File: src/rtl/stepper_step_sequencer.sv
// stepper_step_sequencer: drives the four coil phases one step per command step, pacing each step through an external delay counter
// Ports: clk, reset (async, active high); cmd_valid/cmd_ready/cmd_steps/cmd_dir/cmd_delay move command;
//        abort; dly_start/dly_value/dly_enable/dly_done delay-counter handshake;
//        phase/step_pulse/busy/position motor-side outputs.
module stepper_step_sequencer #(
    parameter bit HALF_STEP = 1'b0
) (
    input  logic        clk,
    input  logic        reset,
    input  logic        cmd_valid,
    output logic        cmd_ready,
    input  logic [7:0]  cmd_steps,
    input  logic        cmd_dir,
    input  logic [7:0]  cmd_delay,
    input  logic        abort,
    output logic        dly_start,
    output logic [7:0]  dly_value,
    output logic        dly_enable,
    input  logic        dly_done,
    output logic [3:0]  phase,
    output logic        step_pulse,
    output logic        busy,
    output logic [15:0] position
);
    typedef enum logic [1:0] {IDLE, STEP, ARM, WAIT} state_t;
    state_t state, state_nx;
    logic [2:0] idx, idx_nx;
    logic [7:0] remaining, delay;
    logic       dir;
    logic [3:0] pat;
    logic       accept;

    // zero-step commands are consumed without latching anything
    assign accept     = state == IDLE && cmd_valid && cmd_steps != 8'd0;
    assign cmd_ready  = state == IDLE;
    assign busy       = state != IDLE;
    assign dly_start  = state == ARM;
    assign dly_enable = state == WAIT;
    assign dly_value  = delay;

    // full-step keeps idx[2] at 0 and wraps in the low two bits
    assign idx_nx = HALF_STEP ? (dir ? idx + 3'd1 : idx - 3'd1)
                              : {1'b0, dir ? idx[1:0] + 2'd1 : idx[1:0] - 2'd1};

    always_comb begin
        pat = 4'b0000;
        if (HALF_STEP)
            case (idx_nx)
                3'd0: pat = 4'b0001;
                3'd1: pat = 4'b0011;
                3'd2: pat = 4'b0010;
                3'd3: pat = 4'b0110;
                3'd4: pat = 4'b0100;
                3'd5: pat = 4'b1100;
                3'd6: pat = 4'b1000;
                3'd7: pat = 4'b1001;
                default: pat = 4'b0000;
            endcase
        else
            case (idx_nx[1:0])
                2'd0: pat = 4'b0011;
                2'd1: pat = 4'b0110;
                2'd2: pat = 4'b1100;
                2'd3: pat = 4'b1001;
                default: pat = 4'b0000;
            endcase
    end

    // dly_done is only looked at in WAIT; in ARM it still reflects the previous delay
    always_comb begin
        state_nx = state;
        case (state)
            IDLE:    state_nx = accept ? STEP : IDLE;
            STEP:    state_nx = abort ? IDLE : ARM;
            ARM:     state_nx = abort ? IDLE : WAIT;
            WAIT:    state_nx = abort ? IDLE : !dly_done ? WAIT : remaining == 8'd0 ? IDLE : STEP;
            default: state_nx = IDLE;
        endcase
    end

    always_ff @(posedge clk or posedge reset) begin
        if (reset) begin
            state      <= IDLE;
            idx        <= 3'd0;
            phase      <= 4'b0000;
            position   <= 16'd0;
            remaining  <= 8'd0;
            dir        <= 1'b0;
            delay      <= 8'd0;
            step_pulse <= 1'b0;
        end else begin
            state      <= state_nx;
            step_pulse <= state == STEP;
            if (accept) begin
                remaining <= cmd_steps;
                dir       <= cmd_dir;
                delay     <= cmd_delay;
            end
            // an abort during STEP still lets the step complete
            if (state == STEP) begin
                idx       <= idx_nx;
                phase     <= pat;
                position  <= dir ? position + 16'd1 : position - 16'd1;
                remaining <= abort ? 8'd0 : remaining - 8'd1;
            end else if (abort && state != IDLE) begin
                remaining <= 8'd0;
            end
        end
    end
endmodule

File: config.mk
export PLATFORM = sky130hd
export DESIGN_NAME = stepper_step_sequencer
export DESIGN_NICKNAME = d
export VERILOG_FILES = /design/src/rtl/stepper_step_sequencer.sv
export SDC_FILE = /design/constraint.sdc
export NUM_CORES = 1
export LEC_CHECK = 0
export CAP_MARGIN = 10
export CORE_MARGIN = 2
export CORE_UTILIZATION = 45
export CTS_CLUSTER_DIAMETER = 30
export DETAILED_ROUTE_END_ITERATION = 8
export DONT_BUFFER_PORTS = 1
export MAX_ROUTING_LAYER = met4
export SYNTH_ARGS = -nofsm -noshare
export SYNTH_HDL_FRONTEND = slang
export SYNTH_SLANG_ARGS = --single-unit
File: constraint.sdc
create_clock -name clk -period 3.4 [get_ports clk]
set_input_delay 0.68 -clock clk [delete_from_list [all_inputs] [get_ports clk]]
set_output_delay 0.68 -clock clk [all_outputs]
set_load 0.1 [all_outputs]
==> metrics.yaml <==
synth_edf_count: 0
min_path_type: "primary input to async pin"
vias: 2010
clk_pin_slew_worst_paths_ns: 0.09
worst-setup-path-type: "flip-flop to flip-flop"
synthAdderAreaFrac_pct: 8.26
fp.dieH_um: 78.7
required_ns: 3.58
cpMaxStageDelayCell: "dfrtp_1"
syn2layout_area_growth_pct: 13.6
pre_cts_ws_ns: 0.761
wl_per_cell_um: 14.9
synth_ff_type: "dfrtp_1"
cp_num_cells: 8
setup_viol: 0
arrival_ns: 2.81
antenna_found_initial: 0
gr-total-overflow: 0
synth.cell_area_um2: 2510
yosys.area_share.simple_pct: 16.3
critPathLaunchType: "flip-flop"
antenna_cells: 0
grt_pass1_vias: 1946
fmax_ghz: 0.380
endpoint_kind: "flip-flop"
rsz0062_at_grt: "false"
clk_latency_ns: 0.29
holdBufCountCts: 0
cts_made_buffers: 5
start_util_pct: 46.2
fin_crit_ns: 2.63
cts-root-buf: "clkbuf_8"
clk_path_buf_depth: 2
syn_avg_cell_area_um2: 9.45
tns_ns: 0
grt_max_degree: 34
synth-seq-area-share_pct: 41.8
drt_wl_total_um: 5410
slowest_delay_ns: 0.45
cts_setup_buffers: 0
crit_buf_inv: 1
drt_pass1_iterations: 4
status: "finished clean"
synth_common_cells: "dfrtp_1 (42), nand2_1 (31), o21ai_0 (28), nor2_1 (21), ha_1 (15)"
cap_viol_max_count: 0
synth.mux.area_fraction_pct: 3.58
die_x_um: 78.7
cts_resized: 0
cts_tree: "yes"
hold_viol: 0
grt_usage_pct: 19.2
ant_nets: 0
relSlewSlack_pct: 34.5
grt_pass1_wl_um: 9160
worstPathMaxFanout: 16
h-tree-depth: 2
portBuffers: 0
slew_violations: 0
io_pins: 55
row_count: 27
yosysTopAreaCell: "dfrtp_1"
period_share_pct: 77.5
core-area_um2: 5440
gp_congestion: 0.827
worstMarginPinSlew_ns: 0.982
drive_gt1_share_pct: 16.9
synth_fp_nets: 304
ys_seq_elements: 42
ys_warn_count: 0
first_iter_violations: 77
cp_cell_sequence: "inv_1, ha_1, a21o_1, a21oi_1, o211ai_2, a41oi_1, xor2_1, o21ai_1"
synth-xor-area-share_pct: 5.92
synthArstFlopShare_pct: 100
synth.most_common_cell: "dfrtp_1"
synth.area.top_cells: "dfrtp_1 (42%), ha_1 (7.5%), o21ai_0 (5.6%)"
drc: 0
dieArea_um2: 6200
final_nets: 327
synth_compound_area_share_pct: 21.7
fin_worst_skew_ns: 0.00403
timing.rr.start: "dir"
cp_top_family: "compound AO/OA/AOI/OAI gates"
rrSetupSlack_ns: 0.77
hpwl_um: 4030
reg2reg_to: "position[13]"
synth_top_family_by_area: "compound AO/OA/AOI/OAI gates"
vias_per_cell: 5.55
rr_worst_depth: 8
finalWorstSetupSlack_ns: 0.765
cts.sinks: 42
synth_cells: 266
ys_types: 50
synth_top_area_share_pct: 41.8
[metrics by stage]
step                hold WS (ns)  util, %  std cells  instance area [um^2]
floorplan                  0.439        -        266                  2510
finish                     0.177     52.5        362                  2860
detailed placement         0.467     50.4        354                  2740
global placement           0.469     50.4        354                  2740
global route               0.192     52.5        362                  2860
CTS                        0.178     52.5        362                  2860
[cell families (layout without fill, tap and decap cells)]
logic type | count (synthesis) | in the layout
compound gates | 82 | 82
buf+inv | 16 | 40
simple gates | 85 | 85
xor+xnor | 17 | 17
mux | 8 | 8
flops | 42 | 42
fa+ha+maj | 16 | 16
[final cells by class]
cell class,count,area (um^2)
timing repair buffer,21,158
sequential,42,1050
multi-input combinational,208,1400
inverter,11,41.3
fill,512,2580
tap,72,90.1
clock buffer,5,68.8
clock inverter,3,45.0
[flip-flops by register name, summed over array words and instances, names as in the netlist]
signal and count:
dly_value 8, remaining 8, state 2, step_pulse 1, dir 1, position 16, idx 2, phase 4
[placed cells by master (no fill, tap or decap), types with 8 or more instances in the layout]
master | netlist | layout
dfrtp_1 | 42 | 42
nand2_1 | 31 | 31
o21ai_0 | 28 | 28
nor2_1 | 21 | 21
buf_4 | 0 | 21
ha_1 | 15 | 15
a21oi_1 | 14 | 14
xnor2_1 | 10 | 10
nand2b_1 | 8 | 8
inv_1 | 9 | 8
mux2_2 | 8 | 8
[metal layers]
metal | share of wire (%) | up-vias | global-route usage [%]
met5 | 0 | - | -
met4 | 1.6 | 0 | 5.79
met3 | 5.6 | 8 | 4.09
met2 | 46 | 52 | 31.1
met1 | 47 | 942 | 24.4
li1 | - | 1008 | -
[how the worst max path moves through the flow]
stage / slack [ns] / endpoint / startpoint
after floorplan: 0.72 / position[14] / position[0]
after global placement: 0.82 / position[15] / dir
after detailed placement: 0.76 / position[13] / dir
after CTS: 0.73 / position[13] / dir
after global routing: 0.49 / position[15] / dir
final: 0.77 / position[13] / dir
Power is left out: the tool's default activity adds up to more than one toggle a clock period on the data nets, which glitch-free logic cannot reach.
